**src/rtl/instr_encoder.sv**
```systemverilog
// Encodes symbolic ADD/SUB/LD/SD/ADDI requests into 32-bit instruction words
// and buffers them in a DEPTH-entry FIFO. The FIFO head goes to the decoder
// through a valid/ready handshake.
//
// Ports:
//   clk, rst_n        clock, asynchronous active-low reset
//   req_valid/ready   request handshake (req_ready = !full)
//   req_op/rd/rs1/rs2/imm   symbolic request fields
//   instr_valid/ready head handshake (instr_valid = !empty)
//   instruction       head word, 0 when empty
//   err_illegal       one-cycle pulse after an illegal op is accepted
//   fill_count        entries held, 0..DEPTH
//   instr_parity      only with INSTR_ENC_PARITY_EN: even parity of head, 0 when empty
module instr_encoder #(
   parameter int SIZE  = 32,
   parameter int DEPTH = 4
) (
   input  logic                     clk,
   input  logic                     rst_n,
   input  logic                     req_valid,
   output logic                     req_ready,
   input  logic [2:0]               req_op,
   input  logic [4:0]               req_rd,
   input  logic [4:0]               req_rs1,
   input  logic [4:0]               req_rs2,
   input  logic [11:0]              req_imm,
   output logic                     instr_valid,
   input  logic                     instr_ready,
   output logic [SIZE-1:0]          instruction,
   output logic                     err_illegal,
`ifdef INSTR_ENC_PARITY_EN
   output logic                     instr_parity,
`endif
   output logic [$clog2(DEPTH):0]   fill_count
);

   localparam int AW = $clog2(DEPTH);
`ifdef INSTR_ENC_PARITY_EN
   localparam int FW = SIZE + 1;
`else
   localparam int FW = SIZE;
`endif
   localparam logic [AW:0] FULL_CNT = (AW+1)'(DEPTH);

   logic [FW-1:0]   mem_q [DEPTH];
   logic [AW-1:0]   wr_ptr_q, wr_ptr_d;
   logic [AW-1:0]   rd_ptr_q, rd_ptr_d;
   logic [AW:0]     count_q, count_d;
   logic            err_q, err_d;

   logic            op_add, op_sub, op_ld, op_sd, op_addi;
   logic [SIZE-1:0] enc_word;
   logic            enc_legal;
   logic [FW-1:0]   enc_entry;
   logic            push, wr_en, pop;

   assign op_add  = (req_op == 3'b000);
   assign op_sub  = (req_op == 3'b001);
   assign op_ld   = (req_op == 3'b010);
   assign op_sd   = (req_op == 3'b011);
   assign op_addi = (req_op == 3'b100);

   always_comb begin
      enc_word  = '0;
      enc_legal = 1'b1;
      unique case (1'b1)
         op_add:  enc_word = {7'b0000000, req_rs2, req_rs1,
                              3'b000, req_rd, 7'b0110011};
         op_sub:  enc_word = {7'b0100000, req_rs2, req_rs1,
                              3'b000, req_rd, 7'b0110011};
         op_ld:   enc_word = {req_imm, req_rs1,
                              3'b011, req_rd, 7'b0000011};
         op_sd:   enc_word = {req_imm[11:5], req_rs2, req_rs1,
                              3'b011, req_imm[4:0], 7'b0100011};
         op_addi: enc_word = {req_imm, req_rs1,
                              3'b000, req_rd, 7'b0010011};
         default: enc_legal = 1'b0;
      endcase
   end

`ifdef INSTR_ENC_PARITY_EN
   assign enc_entry = {^enc_word, enc_word};
`else
   assign enc_entry = enc_word;
`endif

   // Full blocks the request even when a pop happens the same cycle.
   assign req_ready   = (count_q != FULL_CNT);
   assign instr_valid = (count_q != '0);
   assign push        = req_valid && req_ready;
   assign wr_en       = push && enc_legal;
   assign pop         = instr_valid && instr_ready;

   assign instruction = instr_valid ? mem_q[rd_ptr_q][SIZE-1:0] : '0;
`ifdef INSTR_ENC_PARITY_EN
   assign instr_parity = instr_valid ? mem_q[rd_ptr_q][SIZE] : 1'b0;
`endif
   assign err_illegal = err_q;
   assign fill_count  = count_q;

   always_comb begin
      wr_ptr_d = wr_ptr_q;
      rd_ptr_d = rd_ptr_q;
      count_d  = count_q;
      err_d    = push && !enc_legal;
      if (wr_en) wr_ptr_d = wr_ptr_q + 1'b1;
      if (pop)   rd_ptr_d = rd_ptr_q + 1'b1;
      if (wr_en && !pop)      count_d = count_q + 1'b1;
      else if (!wr_en && pop) count_d = count_q - 1'b1;
   end

   always_ff @(posedge clk or negedge rst_n) begin
      if (!rst_n) begin
         wr_ptr_q <= '0;
         rd_ptr_q <= '0;
         count_q  <= '0;
         err_q    <= 1'b0;
      end else begin
         wr_ptr_q <= wr_ptr_d;
         rd_ptr_q <= rd_ptr_d;
         count_q  <= count_d;
         err_q    <= err_d;
      end
   end

   // Storage needs no reset: entries are only visible while counted.
   always_ff @(posedge clk) begin
      if (wr_en) mem_q[wr_ptr_q] <= enc_entry;
   end

endmodule

```
**config.mk**
```make
export PLATFORM = sky130hd
export DESIGN_NAME = instr_encoder
export DESIGN_NICKNAME = d
export VERILOG_FILES = /design/src/rtl/instr_encoder.sv
export SDC_FILE = /design/constraint.sdc
export NUM_CORES = 1
export LEC_CHECK = 0
export CAP_MARGIN = 20
export CORE_MARGIN = 4
export CORE_UTILIZATION = 55
export DETAILED_ROUTE_END_ITERATION = 8
export DONT_BUFFER_PORTS = 1
export PLACE_DENSITY_LB_ADDON = 0.2
export SYNTH_ARGS = -nofsm -noshare
export SYNTH_HDL_FRONTEND = slang
export SYNTH_SLANG_ARGS = --single-unit
```
**constraint.sdc**
```tcl
create_clock -name clk -period 2.4 [get_ports clk]
set_input_delay 0.72 -clock clk [delete_from_list [all_inputs] [get_ports clk]]
set_output_delay 0.72 -clock clk [all_outputs]
set_load 0.02 [all_outputs]
```
Yosys cells after proc, flatten, opt, wreduce, memory -nomap -nowiden
Memories as Yosys holds them, arrays and structs flattened. Index checks and enable logic that the tools add are counted.

Bits in writable memories: 128. Register bits after elaboration: 8. Input bits: 34. Memories: 1. Word-level logic and storage cells: 34. Output and inout bits: 38.

Multiplexer cells: 7. Eq/ne operators: 5. Reductions and logical operators: 13. $add $sub $neg: 4.

Memories: mem_q (words 4, width 32, rd ports 1, clocked after memory_dff 0, write ports 1, RTL line 45) `logic [FW-1:0] mem_q [DEPTH];`.

Operators with widths (number): 32-bit case mux with 5 select lines (1); 32-bit 2-to-1 mux (1); 3-bit by 2-bit equality test with 1-bit output, second input constant (2); 1-bit logical AND (6); 3-bit 2-to-1 mux (2); 5-bit OR reduction (1); 2-bit by 1-bit adder with 2-bit output, second input constant (2); 3-bit by 1-bit adder with 3-bit output, second input constant (1); 3-bit by 1-bit equality test with 1-bit output, second input constant (1); 3-bit equality test, second input constant (1); 1-bit zero test (3); 3-bit zero test (1); 1-bit 2-to-1 mux (3); 3-bit != test, second input constant (1); 3-bit nonzero test (1); 3-bit by 1-bit subtractor with 3-bit output, second input constant (1); 2-bit nonzero test (1).

Logic depth before layout (Yosys ltp)
Gate-level depths: netlist of the first run.

Depth after elaboration: 8. Mapped depth: 9. Mapped depth without buffers: 8.

Least setup slack after synthesis of the first run
OpenSTA, ideal clock, no wires.

Path kind: input port to flip-flop. Start: in req_op[1]. End: reg count_q[2], in the netlist fill_count[2]. Path buffers: 1. Arrival time: 2.425 ns. Library setup time: 0.080 ns. Slack: -0.104 ns. Stages on the path: 9. Required time: 2.320 ns. Cells stage by stage: o21ai_1 -> and3_1 -> buf_6 -> ha_1 -> inv_1 -> fa_1 -> xor2_1 -> nor2_1 -> xor2_1.

Longest elaborated chain between the ends: 7. Elaborated cells on any way between the ends: 13. Those cells by class: 4 x eq/ne; 2 x mux; 7 x reduce/logical.

RTL lines: start: declaration (RTL line 22) `input logic [2:0] req_op,`; 3-bit by 1-bit equality test with 1-bit output (tied with other cells) (RTL line 58) `assign op_sub = (req_op == 3'b001);`; 5-bit OR reduction (no source line) (*); 1-bit 2-to-1 mux (*) (RTL line 66) `unique case (1'b1)`; 1-bit logical AND (*) (RTL line 91) `assign wr_en = push && enc_legal;`; named net wr_en (RTL line 55) `logic push, wr_en, pop;`; 1-bit zero test (RTL line 109) `else if (!wr_en && pop) count_d = count_q - 1'b1;`; 1-bit logical AND (RTL line 109); 2-bit nonzero test (no source line); end signal: assignment (RTL line 121) `count_q <= count_d;`; end: declaration (RTL line 48) `logic [AW:0] count_q, count_d;`.

The timed path passes the listed nets; every way through them passes the cells marked *. A chain may end at the register's enable or synchronous reset.

Final worst setup path of the first run
Start: reg rd_ptr_q[0]. End: out instruction[22].

Longest elaborated chain between the ends: 2.

RTL lines: start: declaration (RTL line 47) `logic [AW-1:0] rd_ptr_q, rd_ptr_d;`; start signal: assignment (RTL line 120) `rd_ptr_q <= rd_ptr_d;`; memory 4 x 32 bit; 32-bit 2-to-1 mux (RTL line 94) `assign instruction = instr_valid ? mem_q[rd_ptr_q][SIZE-1:0] : '0;`; end: declaration (RTL line 29) `output logic [SIZE-1:0] instruction,`.

Every way passes these cells.

==> results of run 1 <==
[worst reg2reg max path: stages (launching register included)]
cell     delay, ps
dfrtp_1        400
buf_4          150
or3b_4         450
and3_1         230
ha_1           220
inv_1           70
fa_1           410
mux2_2         270
[synth_stat cells (3+ instances only)]
library cell / count
mux4_2: 18
inv_1: 4
nor2_1: 3
buf_4: 6
a22oi_1: 5
mux4_1: 8
edfxtp_1: 104
and2_1: 38
dfrtp_1: 8
nor2b_1: 8
xnor2_1: 3
and2_4: 4
nand2_1: 4
o22ai_1: 5
a22o_1: 5
clkbuf_1: 4
buf_2: 5
ha_1: 5
a21oi_1: 7
[routing by layer]
metal	up-vias	GRT usage, %
li1	1045	-
met5	-	0
met4	0	6.44
met2	96	27.7
met1	1203	23.9
met3	22	5.37
[per-stage QoR]
stage	TNS, ps	hold slack (ps)	cell area, sq um	power [mW]	util, %
2_1_floorplan	0	424	4850	4.48	-
3_3_place_gp	0	425	4990	4.93	59.5
3_5_place_dp	0	425	4990	4.97	59.5
4_1_cts	-2160	24.4	5320	6.43	63.4
5_1_grt	-3240	20.2	5320	6.70	63.4
6_report	-1380	43.6	5320	6.37	63.4
[final cells by class]
cell class	instances	area [sq um]	share of cell area, %
Multi-Input combinational cell	132	1400	26.3
Inverter	4	15.0	0.282
Tap cell	105	131	2.47
Sequential cell	112	3330	62.6
Clock buffer	9	124	2.33
Clock inverter	6	75.1	1.41
Timing Repair Buffer	22	248	4.66
[timing repair]
item                                    CTS  global route
pin swaps                                 1             0
setup buffers                             8             0
cloned                                    0             0
endpoints found under the hold margin     0             0
endpoints found under the setup margin   28            28
resized for setup                        33             3
[worst paths after layout]
path	cells after the start	startpoint	slack, ps	endpoint
max in group asynchronous	0	rst_n	2280	rd_ptr_q[0]
max	4	rd_ptr_q[0]	-90	instruction[22]
min in group clk	2	instr_ready	510	rd_ptr_q[1]
min	0	rst_n	40	fill_count[0]
min reg2reg	1	fill_count[2]	530	fill_count[2]
max reg2reg	7	fill_count[1]	100	fill_count[1]
[cell families (layout without fill, tap and decap cells)]
kind of cell / after synthesis / after routing / synth area share [%]
AO/OA/AOI/OAI: 27 / 27 / 3.83
adder cells (fa/ha/maj): 6 / 6 / 1.71
multiplexers: 27 / 27 / 13.0
other: 1 / 4 / 0.0776
AND/OR/NAND/NOR: 62 / 62 / 8.00
flip-flops: 112 / 112 / 68.8
buffers and inverters: 23 / 41 / 3.37
XOR/XNOR: 6 / 6 / 1.24
[registers in the layout, summed over array words and instances (netlist names)]
register,count
wr_ptr_q,2
mem_q,104
err_illegal,1
rd_ptr_q,2
fill_count,3
[power groups by stage]
stage | Combinational, mW | Clock, mW | Sequential (mW)
CTS | 2.70 | 1.16 | 2.58
detailed placement | 2.34 | 0 | 2.63
global placement | 2.33 | 0 | 2.61
finish | 2.67 | 1.13 | 2.57
global route | 2.86 | 1.23 | 2.60
floorplan | 1.87 | 0 | 2.61
==> results.md, run 1 <==
- Sw Share: roughly 33%
- Core area: ~8400 sq um
- Max VDD drop: between 0.0004 and 0.0005 V
- Die area: 10300 sq um
- Async SR Flop Fraction: roughly 7.1%
- Post-synth top area cell: edfxtp_1
- Placed insts: roughly 370
- CP required: around 1700 ps
- Residual DRC count: 0
- IO buf count: 0
- Antenna-violating nets left: 0
- Hold Crit Class: primary input to async pin
- Avg Synthesized Cell Area: roughly 18 sq um
- Worst-Skew Late Latency: between 300 and 400 ps
- Initial DRT Pass Iterations: 4
- Int Power: around 4.2 mW
- Routability Congestion: 0.703
- Synth Flop Type: edfxtp_1
- Slew Limit Fails: 0
- Hold Buf Count CTS: 0
- Commonest cells after routing, fill and taps aside: edfxtp_1, and2_1, mux4_2, and2_4, buf_4
- Setup WS post-layout: -87.4 ps
- Initial antenna violation count: 0
- Pwr dens: between 1000 and 1500 nW/um^2
- CTS buffer count: 9
- Pre-CTS setup slack: ~130 ps
- GRT Util Overall: 17.7%
- # rows: 33
- Yosys cell types: 36
- Clock Power Share: between 10% and 20%
- Final wirelength: between 8000 and 9000 um
- Number of global-route vias before repair: about 2.4k
- Status: finished with violations
- Gr ovfl total: 0
- Setup Crit Path Kind: register to output pin
- CTS tree: done
- Detailed Route Iter0 Violations: between 100 and 150
- Syn Inst Count: 264
- Post-synth EDFFs: 104
- Die height: 102 um
- Top layer in use: met4
- Synthesis-to-finish area growth: 10.0%
- Setup crit end kind: output pin
- # Max-Cap Violations: 0
- Skew final: between 10 and 15 ps
- ANT cells: 0
- #FFs+latches synth: roughly 110
- Worst setup SP type: register
- Violated checks: negative setup slack
- DR vias/cell: 6.07
- Mapped cell area: a little under 5000 sq um
- Crit-path max cell delay: 510 ps
- CTS sink count: 112
- # IOs: a little over 70
- Max H-tree Level: 3
- DP Wirelength: around 5600 um
- Sw Pwr: ~2.1 mW
- Register area share after synthesis: 68.8%
- Sequential share of power: ~40%
- Max frequency: approximately 400 MHz
- Unrepaired setup endpoints after global routing: true
- Share of layout cells above drive strength 1: 30.2%
- YS warnings: 0
- Fill count: just over 600
- Combinational fraction of design power: around two fifths
- Met3 wire len: around 720 um
- Final critical-path required period: ~2500 ps
- Root Driver: clkbuf_8
- Top cells by area, synth: edfxtp_1, mux4_2, and2_1
- Buffers and inverters on the worst path: 2
- Initial Utilization: slightly below 60%
- CP cell instances: buf_12 -> buf_4 -> mux4_2 -> and2_4
- Wire per inst: roughly 22 um
- CTS clock-pin slew for the worst setup and hold paths: roughly 90 ps
- Worst path top cell family by delay: multiplexers
- Share of the synthesized area in the top cell type: between 60% and 70%
- First-pass GRT wire length: roughly 13000 um
- Finished Layout Cells: between 300 and 400
- Worst-path fanout max: 10
- Largest net degree at the start of global routing: 27
- Fin nets: 321
- DR vias: approximately 2.4k
- Die X: slightly above 100 um
- Crit path DAT: 1770 ps
- Max Root-Sink Buffers: 2
- Commonest non-fill, non-tap cell in the layout: edfxtp_1
- Leakage power: 1.85 nW
- Finish-stage setup viols: 25
- Final hold viol count: 0
- Final Cycle Share: 104%
- DR WL met2: roughly 4000 um
- Slowest cell on crit path: mux4_2
- WL met1: about 3700 um
(Power assumes the default switching activity.)
==> run 2, diff against run 1 <==
PLACE_DENSITY = 0.72   (was unset)
PLACE_DENSITY_LB_ADDON = unset   (was 0.2)
REMOVE_ABC_BUFFERS = 1   (was unset)
==> run 2 against run 1 <==
Compared with the run above: the run still ends with negative setup slack left; critical path depth did not move; hold slack got worse by 2.8 ps; clock-buffer cell count did not move; wire length fell by 1.3%; register-to-register slack improved by 30 ps; first-iteration DRC count rose by 7.7%; largest power group unchanged.
==> results.md, run 2 (synthesized netlist as in run 1, its figures left out) <==
- Status: finished with violations
- Root Driver: clkbuf_8
- Violated checks: negative setup slack
- Hold Buf Count CTS: 0 (unchanged)
- Die X: 102 um (unchanged)
- DR vias/cell: 5.83 (-3.9%)
- Pwr dens: 1210 nW/um^2 (+0.59%)
- CTS tree: done
- CP required: 1680 ps (about the same)
- Share of layout cells above drive strength 1: 35.0% (+4.8 points)
- Finished Layout Cells: 391 (+0.26%)
- CTS buffer count: 9 (unchanged)
- Worst reg2reg path depth: 7 (unchanged)
- Die height: 102 um (unchanged)
- Residual DRC count: 0 (unchanged)
- Unrepaired setup endpoints after global routing: true
- GRT Util Overall: 17.6% (-0.18 points)
- Routability Congestion: 0.711 (+1.1%)
- Worst-path fanout max: 8 (-2)
- Antenna-violating nets left: 0 (unchanged)
- Max VDD drop: 0.000526 V (+15%)
- Placed insts: 367 (unchanged)
- Placed cell areas: 4980 sq um (about the same)
- Worst slew pin tran: roughly 530 ps
- Sw Share: 33.4% (-0.048 points)
- Die area: 10300 sq um (unchanged)
- Fin area: 5300 sq um (-0.31%)
- Initial DRT Pass Iterations: 4 (unchanged)
- Final wirelength: 8510 um (-1.3%)
- Final Cycle Share: 104% (+0.80 points)
- Int Power: 4.26 mW (+0.36%)
- Commonest non-fill, non-tap cell in the layout: edfxtp_1
- Slew Limit Fails: 0 (unchanged)
- Max reg flops: 104 (unchanged)
- Leakage power: 1.82 nW (-1.4%)
- CTS clock-pin slew for the worst setup and hold paths: 100 ps (about the same)
- CTS sink count: 112 (unchanged)
- Max Root-Sink Buffers: 2 (unchanged)
- Final total power: 6.39 mW (+0.29%)
- IO buf count: 0 (unchanged)
- Initial Utilization: 57.6% (unchanged)
- Commonest cells after routing, fill and taps aside: edfxtp_1, and2_4, mux4_2, and2_1, buf_4
- Max_slew headroom: between 60% and 70%
- Worst hold margin: 40.8 ps (-2.81 ps)
- Clock Power Share: 15.4% (-2.3 points)
- Combinational fraction of design power: 44.4% (+2.5 points)
- Gr ovfl total: 0 (unchanged)
- Skew final: 9.32 ps (-3.28 ps)
- Fin nets: 321 (unchanged)
- Setup WS post-layout: -106 ps (-19.1 ps)
- Final hold viol count: 0 (unchanged)
- DR vias: 2279 (-3.7%)
- ANT cells: 0 (unchanged)
- First-pass GRT wire length: 13100 um (-1.1%)
- Number of global-route vias before repair: 2375 (-2.1%)
- Sequential share of power: 40.3% (about the same)
- Layout Utilization: 63.2% (-0.19 points)
- Detailed Route Iter0 Violations: 112 (+7.7%)
- Setup Crit Path Kind: register to output pin
- Largest net degree at the start of global routing: 28 (+3.7%)
- Max H-tree Level: 3 (unchanged)
- DP Wirelength: 5250 um (-6.1%)
- Setup crit end kind: output pin
- # rows: 33 (unchanged)
- Worst setup SP type: register
- Sw Pwr: 2.13 mW (+0.14%)
- # Max-Cap Violations: 0 (unchanged)
- Hold Crit Class: primary input to async pin
- # IOs: 72 (unchanged)
- Wire per inst: 21.8 um (-1.6%)
- Synthesis-to-finish area growth: 9.71%
- Finish-stage setup viols: 24 (-4.0%)
- Final critical-path required period: 2510 ps (+19.1 ps)
- Crit path DAT: 1790 ps (+20 ps)
- Core area: 8380 sq um (unchanged)
- Max frequency: 399 MHz (-0.76%)
- Biggest register: mem_q
- Worst-Skew Late Latency: 360 ps (about the same)
- Initial antenna violation count: 0 (unchanged)
[run 2: changes by cell type in the layout (fill, tap and decap cells not counted), moves of 2 or more]
| cell | delta |
|---|---|
| and2_1 | -10 |
| inv_6 | -2 |
| clkinv_4 | +2 |
| inv_8 | -2 |
| mux4_1 | -6 |
| clkinvlp_4 | +3 |
| mux4_2 | +6 |
| buf_4 | -2 |
| and2_4 | +10 |
[run 2: layout make-up]
type                            count  area [sq um]
Sequential cell                   112          3330
Fill cell                         611          3080
Multi-Input combinational cell    132          1390
Timing Repair Buffer               22           264
Tap cell                          105           131
Clock buffer                        9           124
Clock inverter                      7          48.8
Inverter                            4          15.0
[run 2: worst max-delay path, cell delays in order (launching register included)]
cell and delay, ps:
dfrtp_2 460, buf_12 170, mux4_2 510, and2_4 160, buf_12 130
[run 2: what timing repair did]
item	4_1_cts	5_1_grt
pin swaps	2	0
hold endpoints to repair	0	0
cloned	1	0
setup buffers	6	2
gates resized for setup	63	0
endpoints found under the setup margin	28	28
[run 2: final timing paths]
| check | startpoint | end | slack [ps] |
|---|---|---|---|
| worst min register to register | fill_count[2] | fill_count[2] | 510 |
| worst min-delay path | rst_n | fill_count[0] | 40 |
| worst max-delay path | rd_ptr_q[0] | instruction[13] | -110 |
| worst max register to register | fill_count[1] | fill_count[1] | 130 |
| max in group asynchronous | rst_n | rd_ptr_q[0] | 2280 |
| min in group clk | req_valid | err_illegal | 510 |
[run 2: power groups by stage]
stage / clock (mW) / combinational [mW] / sequential (mW)
final: 0.981 / 2.84 / 2.57
after global routing: 1.10 / 3.03 / 2.60
after CTS: 1.00 / 2.91 / 2.59
after detailed placement: 0 / 2.33 / 2.63
after global placement: 0 / 2.31 / 2.61
after floorplan: 0 / 1.54 / 2.76
[run 2: metrics by stage]
stage | worst slack (ps) | setup TNS, ps
after floorplan | -408 | -9220
after global placement | 145 | 0
after detailed placement | 96.2 | 0
after CTS | -141 | -2530
after global routing | -174 | -3120
final | -106 | -1220
[run 2: layer usage]
| metal | GRT usage [%] | wire length (um) | vias to the layer above |
|---|---|---|---|
| li1 | - | - | 1035 |
| met1 | 22.2 | 3370 | 1170 |
| met2 | 30.0 | 4560 | 69 |
| met3 | 4.89 | 511 | 5 |
| met4 | 4.91 | 67 | 0 |
| met5 | 0 | 0 | - |
